**src/rtl/orbit_pkg.sv**
```systemverilog
// Shared types, default sizing and helpers for the orbit integration sequencer
// and the coordinate register bank.
package orbit_pkg;

    typedef enum logic [2:0] {
        ST_IDLE   = 3'd0,
        ST_ISSUE  = 3'd1,
        ST_WAIT   = 3'd2,
        ST_NEXT   = 3'd3,
        ST_COMMIT = 3'd4
    } orbit_state_e;

    localparam int DEF_N_PART          = 2;
    localparam int DEF_STEPS_PER_FRAME = 4;
    localparam int DEF_TIMEOUT         = 255;
    localparam int DEF_CNT_W           = 16;

    // Increment that sticks at max_value instead of wrapping (widths up to 32 bits).
    function automatic logic [31:0] sat_inc(input logic [31:0] value, input logic [31:0] max_value);
        logic [31:0] result;
        if (value >= max_value) begin
            result = max_value;
        end else begin
            result = value + 32'd1;
        end
        return result;
    endfunction

endpackage

```
**src/rtl/orbit_sat_counter.sv**
```systemverilog
// Saturating event counter: counts inc_i pulses and holds at all-ones.
module orbit_sat_counter
    import orbit_pkg::*;
#(
    parameter int CNT_W = DEF_CNT_W
) (
    input  logic             clk,
    input  logic             rst_n,
    input  logic             srst_i,
    input  logic             inc_i,
    output logic [CNT_W-1:0] count_o
);

    localparam logic [CNT_W-1:0] ALL_ONES = {CNT_W{1'b1}};

    logic [CNT_W-1:0] count_q;
    logic [CNT_W-1:0] count_d;

    // Next count: soft clear wins, otherwise saturating increment on request.
    always_comb begin
        count_d = count_q;
        if (srst_i) begin
            count_d = {CNT_W{1'b0}};
        end else if (inc_i) begin
            count_d = CNT_W'(sat_inc(32'(count_q), 32'(ALL_ONES)));
        end else begin
            count_d = count_q;
        end
    end

    // Count register.
    always_ff @(posedge clk or negedge rst_n) begin
        if (!rst_n) begin
            count_q <= {CNT_W{1'b0}};
        end else begin
            count_q <= count_d;
        end
    end

    assign count_o = count_q;

endmodule

```
**src/rtl/orbit_step_scheduler.sv**
```systemverilog
// Frame-driven sequencer: on each accepted frame tick, runs STEPS_PER_FRAME
// substeps, each launching the shared integrator once per particle slot, then
// pulses commit so the coordinate bank latches a consistent frame.
module orbit_step_scheduler
    import orbit_pkg::*;
#(
    parameter int N_PART          = DEF_N_PART,
    parameter int STEPS_PER_FRAME = DEF_STEPS_PER_FRAME,
    parameter int TIMEOUT         = DEF_TIMEOUT,
    parameter int CNT_W           = DEF_CNT_W,
    localparam int IDX_W          = (N_PART > 1) ? $clog2(N_PART) : 1
) (
    input  logic             clk,
    input  logic             reset_n,
    input  logic             enable,
    input  logic             frame_tick,
    output logic             upd_start,
    output logic [IDX_W-1:0] upd_idx,
    input  logic             upd_done,
    output logic             commit,
    output logic             busy,
    output logic [7:0]       substep,
    output logic [CNT_W-1:0] overrun_cnt,
    output logic [CNT_W-1:0] timeout_cnt
);

    localparam logic [IDX_W-1:0] IDX_LAST  = IDX_W'(N_PART - 1);
    localparam logic [7:0]       STEP_LAST = 8'(STEPS_PER_FRAME - 1);
    localparam logic [15:0]      WAIT_LAST = 16'(TIMEOUT - 1);

    orbit_state_e     state_q, state_d;
    logic [IDX_W-1:0] idx_q, idx_d;
    logic [7:0]       sub_q, sub_d;
    logic [15:0]      wait_q, wait_d;
    logic             start_q, start_d;
    logic             commit_q, commit_d;
    logic             busy_q, busy_d;
    logic             overrun_inc_s;
    logic             timeout_inc_s;

    // State register.
    always_ff @(posedge clk or negedge reset_n) begin
        if (!reset_n) begin
            state_q <= ST_IDLE;
        end else begin
            state_q <= state_d;
        end
    end

    // Next-state logic; a done in the final wait cycle beats the timeout.
    always_comb begin
        state_d = state_q;
        case (state_q)
            ST_IDLE: begin
                if (frame_tick && enable) begin
                    state_d = ST_ISSUE;
                end else begin
                    state_d = ST_IDLE;
                end
            end
            ST_ISSUE: state_d = ST_WAIT;
            ST_WAIT: begin
                if (upd_done || (wait_q == WAIT_LAST)) begin
                    state_d = ST_NEXT;
                end else begin
                    state_d = ST_WAIT;
                end
            end
            ST_NEXT: begin
                if (!enable) begin
                    state_d = ST_IDLE;
                end else if ((idx_q < IDX_LAST) || (sub_q < STEP_LAST)) begin
                    state_d = ST_ISSUE;
                end else begin
                    state_d = ST_COMMIT;
                end
            end
            ST_COMMIT: state_d = ST_IDLE;
            default:   state_d = ST_IDLE;
        endcase
    end

    // Slot/substep/wait counters and registered strobes derived from the transition.
    always_comb begin
        idx_d         = idx_q;
        sub_d         = sub_q;
        wait_d        = wait_q;
        timeout_inc_s = 1'b0;
        case (state_q)
            ST_IDLE: begin
                idx_d  = {IDX_W{1'b0}};
                sub_d  = 8'd0;
                wait_d = 16'd0;
            end
            ST_ISSUE: wait_d = 16'd0;
            ST_WAIT: begin
                if (upd_done) begin
                    wait_d = wait_q;
                end else if (wait_q == WAIT_LAST) begin
                    timeout_inc_s = 1'b1;
                end else begin
                    wait_d = wait_q + 16'd1;
                end
            end
            ST_NEXT: begin
                if (!enable) begin
                    idx_d = {IDX_W{1'b0}};
                    sub_d = 8'd0;
                end else if (idx_q < IDX_LAST) begin
                    idx_d = idx_q + IDX_W'(1);
                end else begin
                    idx_d = {IDX_W{1'b0}};
                    if (sub_q < STEP_LAST) begin
                        sub_d = sub_q + 8'd1;
                    end else begin
                        sub_d = sub_q;
                    end
                end
            end
            ST_COMMIT: begin
                idx_d = {IDX_W{1'b0}};
                sub_d = 8'd0;
            end
            default: begin
                idx_d  = {IDX_W{1'b0}};
                sub_d  = 8'd0;
                wait_d = 16'd0;
            end
        endcase
        start_d       = (state_d == ST_ISSUE);
        commit_d      = (state_d == ST_COMMIT);
        busy_d        = (state_d != ST_IDLE);
        overrun_inc_s = frame_tick && (state_q != ST_IDLE);
    end

    // Datapath and output registers.
    always_ff @(posedge clk or negedge reset_n) begin
        if (!reset_n) begin
            idx_q    <= {IDX_W{1'b0}};
            sub_q    <= 8'd0;
            wait_q   <= 16'd0;
            start_q  <= 1'b0;
            commit_q <= 1'b0;
            busy_q   <= 1'b0;
        end else begin
            idx_q    <= idx_d;
            sub_q    <= sub_d;
            wait_q   <= wait_d;
            start_q  <= start_d;
            commit_q <= commit_d;
            busy_q   <= busy_d;
        end
    end

    orbit_sat_counter #(.CNT_W(CNT_W)) u_overrun_cnt (
        .clk     (clk),
        .rst_n   (reset_n),
        .srst_i  (1'b0),
        .inc_i   (overrun_inc_s),
        .count_o (overrun_cnt)
    );

    orbit_sat_counter #(.CNT_W(CNT_W)) u_timeout_cnt (
        .clk     (clk),
        .rst_n   (reset_n),
        .srst_i  (1'b0),
        .inc_i   (timeout_inc_s),
        .count_o (timeout_cnt)
    );

    assign upd_start = start_q;
    assign upd_idx   = idx_q;
    assign commit    = commit_q;
    assign busy      = busy_q;
    assign substep   = sub_q;

endmodule

```
**config.mk**
```make
export PLATFORM = sky130hd
export DESIGN_NAME = orbit_step_scheduler
export DESIGN_NICKNAME = d
export VERILOG_FILES = /design/src/rtl/orbit_pkg.sv /design/src/rtl/orbit_sat_counter.sv /design/src/rtl/orbit_step_scheduler.sv
export SDC_FILE = /design/constraint.sdc
export NUM_CORES = 1
export LEC_CHECK = 0
export ABC_CLOCK_PERIOD_IN_PS = 2470
export BUFFER_PORTS_ARGS = -buffer_cell sky130_fd_sc_hd__buf_2
export CAP_MARGIN = 25
export CORE_MARGIN = 3
export CORE_UTILIZATION = 50
export CTS_CLUSTER_SIZE = 14
export DETAILED_ROUTE_END_ITERATION = 10
export MAX_ROUTING_LAYER = met4
export PLACE_DENSITY = 0.75
export SYNTH_ARGS = -nofsm -noshare
export SYNTH_HDL_FRONTEND = slang
export SYNTH_HIERARCHICAL = 1
export SYNTH_SLANG_ARGS = --single-unit
```
**constraint.sdc**
```tcl
create_clock -name clk -period 2.47 [get_ports clk]
set_input_delay 0.494 -clock clk [delete_from_list [all_inputs] [get_ports clk]]
set_output_delay 0.494 -clock clk [all_outputs]
set_load 0.02 [all_outputs]
```
After elaboration in Yosys (flattened, before gate mapping)

Index checks and enable logic that the tools add are counted.

Register bits after elaboration: 63
Bits of input ports: 5
Word-level logic and storage cells: 62

Add/sub/neg operators: 5
Magnitude comparators: 4
Equal/unequal tests: 11
Multiplexer cells: 20
Bitwise logic cells: 2
Reduce and logical (&&, ||, !) cells: 11

Operator list:

| cell                                                       | count |
|---|---|
| 2-to-1 mux 16 bit                                          | 4 |
| adder 16 x 1 -> 16 bit, second input constant              | 3 |
| greater-or-equal comparator 16 bit, second input constant  | 2 |
| one-hot mux 16 bit (2 select lines)                        | 1 |
| 2-to-1 mux 8 bit                                           | 3 |
| equality test 16 x 8 -> 1 bit, second input constant       | 1 |
| one-hot mux 8 bit (2 select lines)                         | 1 |
| one-hot mux 3 bit (4 select lines)                         | 1 |
| adder 8 x 1 -> 8 bit, second input constant                | 1 |
| less-than comparator 8 x 2 -> 1 bit, second input constant | 1 |
| 2-to-1 mux 1 bit                                           | 7 |
| equality test 3 x 1 -> 1 bit, second input constant        | 2 |
| equality test 3 x 2 -> 1 bit, second input constant        | 2 |
| equality test 3 bit, second input constant                 | 2 |
| 2-to-1 mux 3 bit                                           | 2 |
| inequality test 3 bit, second input constant               | 2 |
| AND reduction 3 bit                                        | 2 |
| nonzero test 3 bit                                         | 2 |
| inequality test 2 bit, second input constant               | 2 |
| OR reduction 2 bit                                         | 2 |
| logical NOT 3 bit                                          | 1 |
| logical AND 1 bit                                          | 2 |
| logical OR 1 bit                                           | 2 |
| inverter 1 bit                                             | 2 |
| 3 further kinds                                            | 3 |

Depth between registers and ports, before layout

Gate-level depths: netlist (run 1).

Depth after elaboration: 6
Mapped depth: 14
Gate-level depth less buffers: 10

By module

Netlist (run 1), hierarchy kept.

By module, submodules not included:

| module               | instances | cells an instance | area each (µm²) |
|---|---|---|---|
| orbit_sat_counter    | 2         | 100               | 903.4 |
| orbit_step_scheduler | 1         | 166               | 1769.2 |

Least setup slack after synthesis (run 1)

Ideal clock, no wire load.

Path type: register -> register
Start point: reg wait_q[0]
End point: reg u_timeout_cnt.count_q[13], in the netlist u_timeout_cnt/count_o[13]
Data arrival time: 2.395 ns
Data required time: 2.350 ns
Path slack: -0.044 ns
Cell stages (with the launch flop): 15
Buffers on the path: 4
Clock period less this slack: 2.514 ns
Cells stage by stage: dfrtp_1 inv_1 ha_1 nor4b_1 and4_4 buf_6 buf_12 nand2_1 nor2_1 clkbuf_2 and4_1 clkbuf_1 and2_1 and4b_1 nor3_2

Cells in the longest elaborated chain, start to end: 4

Ends and longest elaborated chain:

| element                       | RTL line                    | RTL |
|---|---|---|
| from (decl)                   | orbit_step_scheduler.sv:34  | `logic [15:0] wait_q, wait_d;` |
| from (signal assigned)        | orbit_step_scheduler.sv:148 | `wait_q <= wait_d;` |
| equality test 16 x 8 -> 1 bit | orbit_step_scheduler.sv:99  | `end else if (wait_q == WAIT_LAST) begin` |
| 2-to-1 mux 1 bit              | orbit_step_scheduler.sv:99  |  |
| 2-to-1 mux 1 bit              | orbit_step_scheduler.sv:97  | `if (upd_done) begin` |
| 2-to-1 mux 1 bit              | orbit_step_scheduler.sv:89  | `case (state_q)` |
| net timeout_inc_s             | orbit_step_scheduler.sv:39  | `logic timeout_inc_s;` |
| to (signal assigned)          | orbit_sat_counter.sv:34     | `count_q <= {CNT_W{1'b0}};` |
| to (signal assigned)          | orbit_sat_counter.sv:36     | `count_q <= count_d;` |
| to (decl)                     | orbit_sat_counter.sv:16     | `logic [CNT_W-1:0] count_q;` |

The timed path passes the listed nets, and every way through them passes these cells.
A chain may end at the register's enable or synchronous reset.

Worst setup path in the final report (run 1)

Ends and elaborated chain as after synthesis.

==> impl_metrics.csv, run 1 <==
group,metric,value,unit
floorplan,rows,30,
setup_path,cp-end-kind,"flop",
final_layout,areaGrowthSynthToFinish,14.4,%
setup_path,r2r_cells,10,
sta,max_slew.worst_pin.slew,0.583,ns
clock_tree,cts_made_buffers,9,
sta,setup_viol,0,
clock_tree,cts_tree,"done",
sta,max_freq,437,MHz
flow_run,drv_cap,0,
power,powerDensity,677,nW/µm²
detailed_routing,ant_nets,0,
detailed_routing,vias,3086,
grt,grt_pass1_wl,13900,µm
power,peakVddDrop,416,µV
final_layout,num-nets-final,421,
synth,yosysSeqAreaShare,0.441,
grt,grt-ovfl-total,0,
placed_design,io_buffer_count,48,
floorplan,die_w,90.6,µm
synth,synthArstFlopShare,1.00,
setup_path,r2r_slack,0.18,ns
setup_path,critPathLaunch,"wait_q[0]$_DFFE_PN0P_",
grt,antenna_found_initial,0,
detailed_routing,dr.pass1.iters,5,
synth,synth_edf_count,0,
setup_path,critPathCapture,"u_timeout_cnt/count_o[13]$_DFFE_PN0P_",
placed_design,place.gp.congestion,0.850,
floorplan,dieArea,8200,µm²
detailed_routing,drt_iter0_drc,225,
synth,synth_cells,366,
synth,synth_cell_types,64,
setup_path,worstPathMaxFanout,7,
synth,yosys_warnings,6,
grt,grt_max_degree,64,
sta,final_hold_viol_count,0,
sta,finalClockSkew,0.0114,ns
run_status,status,"finished clean",
sta,max_slew_margin,0.609,
clock_tree,clk_latency,0.34,ns
floorplan,core_region_area,6870,µm²
floorplan,io_pins,49,
synth,synth-seq-cells,63,
clock_tree,clockBufferDepth,2,
sta,final-max-slew-violation-count,0,
clock_tree,cts.htree.levels,3,
floorplan,initial_core_util,0.521,
final_layout,diodes,0,
placed_design,place.detailed.hpwl,5280,µm
synth,synth_flop_cell,"dfrtp_1",
clock_tree,postCtsHoldBufs,0,
sta,tns,0,ns
final_layout,drive_gt1_frac,0.248,
detailed_routing,totalWireLength,7940,µm
power,power,2.77,mW
setup_path,crit_type,"flop to flop",
grt,grt_usage,0.207,
clock_tree,cts.sinks,63,
clock_tree,path_clk_slew,0.07,ns
setup_path,cp.arrival,2.51,ns
setup_path,worstReg2RegStart,"wait_q[0]$_DFFE_PN0P_",
floorplan,die_h,90.6,µm
sta,min_period,2.29,ns
synth,synth_area_per_cell,9.77,µm²
sta,fin_crit_sh,0.927,
detailed_routing,vias_per_cell,6.03,
grt,grt_pass1_vias,2930,
worst_hold_path,min_path_type,"primary input to async pin",
setup_path,reg2reg_to,"u_timeout_cnt/count_o[13]$_DFFE_PN0P_",
clock_tree,root_buffer,"clkbuf_8",
detailed_routing,wl_per_cell,15.5,µm
detailed_routing,drcViolationCount,0,
power,p_leak,1.90,nW
setup_path,cp.required,2.69,ns
setup_path,cp-start-kind,"flop",
synth,synthesis.area,3580,µm²
-- logic make-up (layout without fill, tap and decap cells) --
| kind of cell | count (synthesis) | after routing | share of synthesized area |
|---|---|---|---|
| fa+ha+maj | 5 | 5 | 0.0175 |
| simple gates | 184 | 184 | 0.310 |
| mux | 11 | 11 | 0.0318 |
| compound gates | 73 | 73 | 0.150 |
| xor+xnor | 1 | 1 | 0.00245 |
| other cells | 1 | 2 | 0.00105 |
| flops | 63 | 63 | 0.441 |
| buf+inv | 28 | 77 | 0.0462 |
-- through the flow --
stage / hold WS [ns] / setup WS [ns] / std cells / cell area (µm²) / util
floorplan: 0.198 / 0.0180 / 367 / 3580 / -
global placement: 0.502 / 0.244 / 496 / 3870 / 0.563
detailed placement: 0.505 / 0.0261 / 496 / 3870 / 0.563
CTS: 0.167 / 0.00373 / 512 / 4080 / 0.593
global route: 0.177 / -0.0196 / 512 / 4090 / 0.595
finish: 0.149 / 0.181 / 512 / 4090 / 0.595
-- layout make-up --
cell class	count	area, µm²
fillers	574	2780
multi-input cells	276	1850
flip-flops and latches	63	1580
repair buffers	56	313
clock buffers	12	155
well taps	96	120
clock inverters	4	52.6
inverters	5	18.8
-- registers in the layout, summed over array words and instances (netlist names) --
register and flops:
u_timeout_cnt/count_o 16, upd_idx 1, state_q 3, wait_q 16, u_overrun_cnt/count_o 16, upd_start 1
busy 1, substep 8, commit 1
-- how the worst min path moves through the flow --
| stage | from | endpoint | cells past startpoint |
|---|---|---|---|
| 6_report | reset_n | wait_q[13]$_DFFE_PN0P_ | 2 |
| 5_1_grt | reset_n | wait_q[13]$_DFFE_PN0P_ | 2 |
| 4_1_cts | reset_n | wait_q[14]$_DFFE_PN0P_ | 2 |
| 3_5_place_dp | substep[7]$_DFFE_PN0P_ | substep[7]$_DFFE_PN0P_ | 1 |
| 3_3_place_gp | substep[7]$_DFFE_PN0P_ | substep[7]$_DFFE_PN0P_ | 1 |
| 2_1_floorplan | reset_n | busy$_DFF_PN0_ | 0 |
-- worst max-delay path, cell delays in order (launching register included) --
cell     delay [ns]
dfrtp_1        0.44
inv_1          0.12
ha_1           0.16
nor4b_2        0.23
and4_4         0.27
nand2_1        0.08
nor2_2         0.15
and4_4         0.29
and2_1         0.18
and4b_1        0.21
nor3_2         0.05
-- layout by cell type (no fill, tap or decap), drive strengths merged, types with 4 or more instances in the layout --
cell type,count
and4b,4
nand2b,10
and2,7
nand4,14
nor3,24
buf,56
nand2,23
nand3,20
and3,13
nor2,33
nor4,11
clkbuf,12
ha,5
nor2b,8
mux2i,8
inv,6
dfrtp,63
a211oi,13
and4,8
o21ai,11
a21oi,15
a31oi,8
-- power by group --
group	internal, mW	total [mW]	switching (mW)
combinational	0.235	0.654	0.418
sequential	1.10	1.18	0.0813
clock	0.525	0.937	0.411
total	1.86	2.77	0.911
-- timing repair --
action	4_1_cts	5_1_grt
buffers inserted	0	0
pin swaps	0	0
resized for setup	1	5
cloned	0	0
endpoints found under the setup margin	1	9
-- Yosys cell counts, types with 4 or more instances --
master,number,share of area
nor4_1,6,0.010
nor3_1,22,0.031
a211oi_2,4,0.014
a31oi_1,8,0.014
a21oi_1,14,0.020
nor2_1,33,0.035
clkbuf_1,10,0.010
nor2b_1,6,0.010
and4b_1,4,0.011
inv_1,5,0.0052
dfrtp_1,63,0.44
nand4_1,11,0.019
a211oi_1,9,0.019
clkbuf_2,4,0.0056
nand3_1,20,0.028
nand2_1,22,0.023
o21ai_0,10,0.014
and4_1,5,0.012
and3_1,13,0.023
nand2b_1,10,0.017
and2_1,6,0.010
mux2i_1,8,0.022
ha_1,5,0.017
-- routing by layer --
metal	wire, µm	share of wire	global-route usage	vias up
li1	-	-	-	1472
met1	3500	0.44	0.265	1512
met2	3950	0.50	0.334	90
met3	354	0.045	0.0275	12
met4	133	0.017	0.0855	0
met5	0	0	-	-
(Power assumes the default switching activity.)
==> run 2, diff against run 1 <==
- CORE_MARGIN: 3 -> 1.5
==> impl_metrics.csv, run 2 (synthesis gave the netlist of run 1 again) <==
group,metric,value,unit
detailed_routing,wl_per_cell,15.3,µm
detailed_routing,totalWireLength,7810,µm
final_layout,mostFrequentLayoutCells,"dfrtp_1, buf_2, nor2_1",
clock_tree,clockBufferDepth,2,
clock_tree,path_clk_slew,0.07,ns
grt,grt_max_degree,43,
grt,grt_pass1_wl,13400,µm
final_layout,num-nets-final,420,
power,p_leak,1.90,nW
final_layout,final_common_cell,"dfrtp_1",
setup_path,cp.arrival,2.49,ns
final_layout,drive_gt1_frac,0.248,
sta,fin_crit_sh,0.917,
run_status,status,"finished clean",
flow_run,drv_cap,0,
clock_tree,cts_tree,"done",
sta,max_slew_margin,0.609,
setup_path,cp-start-kind,"flop",
power,powerDensity,686,nW/µm²
grt,grt-ovfl-total,0,
detailed_routing,vias,3025,
sta,grt_setup_unrepaired,"no",
clock_tree,root_buffer,"clkbuf_8",
clock_tree,cts.sinks,63,
floorplan,initial_core_util,0.521,
clock_tree,cts_made_buffers,9,
final_layout,areaGrowthSynthToFinish,14.5,%
sta,finalClockSkew,0.00859,ns
worst_hold_path,min_path_type,"primary input to async pin",
placed_design,place.gp.congestion,0.877,
floorplan,die_h,87.6,µm
grt,grt_usage,0.228,
placed_design,io_buffer_count,48,
final_layout,post-route-util,0.596,
floorplan,die_w,87.6,µm
clock_tree,cts.htree.levels,3,
floorplan,dieArea,7670,µm²
sta,setup_viol,0,
clock_tree,clk_latency,0.34,ns
setup_path,critPathLaunch,"wait_q[0]$_DFFE_PN0P_",
setup_path,worstReg2RegStart,"wait_q[0]$_DFFE_PN0P_",
floorplan,io_pins,49,
sta,whs,0.128,ns
power,peakVddDrop,440,µV
grt,grt_pass1_vias,2779,
detailed_routing,drt_iter0_drc,126,
sta,max_freq,442,MHz
detailed_routing,drcViolationCount,0,
detailed_routing,ant_nets,0,
setup_path,cp.required,2.70,ns
detailed_routing,dr.pass1.iters,4,
setup_path,cp-end-kind,"flop",
grt,antenna_found_initial,0,
sta,final_hold_viol_count,0,
setup_path,worstPathMaxFanout,7,
sta,final-max-slew-violation-count,0,
floorplan,rows,30,
setup_path,crit_type,"flop to flop",
sta,min_period,2.26,ns
clock_tree,postCtsSetupBuffers,0,
sta,tns,0,ns
sta,max_slew.worst_pin.slew,0.581,ns
floorplan,core_region_area,6870,µm²
final_layout,diodes,0,
detailed_routing,vias_per_cell,5.92,
placed_design,place.detailed.hpwl,5470,µm
## run 2: through the flow
| step | cell area (µm²) | total power [mW] | setup slack (ns) | instances |
|---|---|---|---|---|
| 4_1_cts | 4080 | 2.83 | 0.000876 | 511 |
| 3_5_place_dp | 3860 | 1.84 | 0.0773 | 495 |
| 3_3_place_gp | 3860 | 1.82 | 0.246 | 495 |
| 5_1_grt | 4100 | 2.97 | 0.00400 | 511 |
| 6_report | 4100 | 2.81 | 0.206 | 511 |
| 2_1_floorplan | 3580 | 1.68 | 0.0180 | 367 |
## run 2: what timing repair did
action                                  in CTS  in global routing
hold buffers                                 0                  0
gates resized for setup                      0                  5
endpoints found under the setup margin       0                 12
## run 2: worst paths after layout
kind	endpoint	slack [ns]	cells past startpoint
min	u_overrun_cnt/count_o[2]$_DFFE_PN0P_	0.13	1
min reg2reg	substep[5]$_DFFE_PN0P_	0.53	1
max in group asynchronous	busy$_DFF_PN0_	1.74	2
max reg2reg	u_timeout_cnt/count_o[13]$_DFFE_PN0P_	0.21	10
max	u_timeout_cnt/count_o[13]$_DFFE_PN0P_	0.21	10
min in group clk	busy$_DFF_PN0_	0.43	3
## run 2: report_power, final
part | switching (mW) | total, mW | internal (mW) | leakage, nW
clock | 0.412 | 0.981 | 0.569 | 0.105
combinational | 0.414 | 0.650 | 0.236 | 0.920
sequential | 0.0800 | 1.18 | 1.10 | 0.869
## run 2: routing by layer
layer,vias to the layer above,part of all wire,track usage
met2,58,0.50,0.371
met5,-,0,-
met3,9,0.033,0.0518
met4,0,0.0095,0.0592
li1,1474,-,-
met1,1484,0.45,0.290
## run 2: layout make-up
type	count	area, µm²
sequential	63	1580
multi-input combinational	276	1850
inverter	5	18.8
tap	96	120
clock buffer	9	124
timing repair buffer	55	305
clock inverter	7	97.6
fill	601	2770
## run 2: worst max-delay path: stages, from the launching register on
cell,delay (ns)
dfrtp_1,0.43
inv_1,0.10
ha_1,0.15
nor4b_2,0.22
and4_4,0.26
nand2_1,0.08
nor2_2,0.14
and4_2,0.32
and2_1,0.18
and4b_1,0.21
nor3_2,0.05
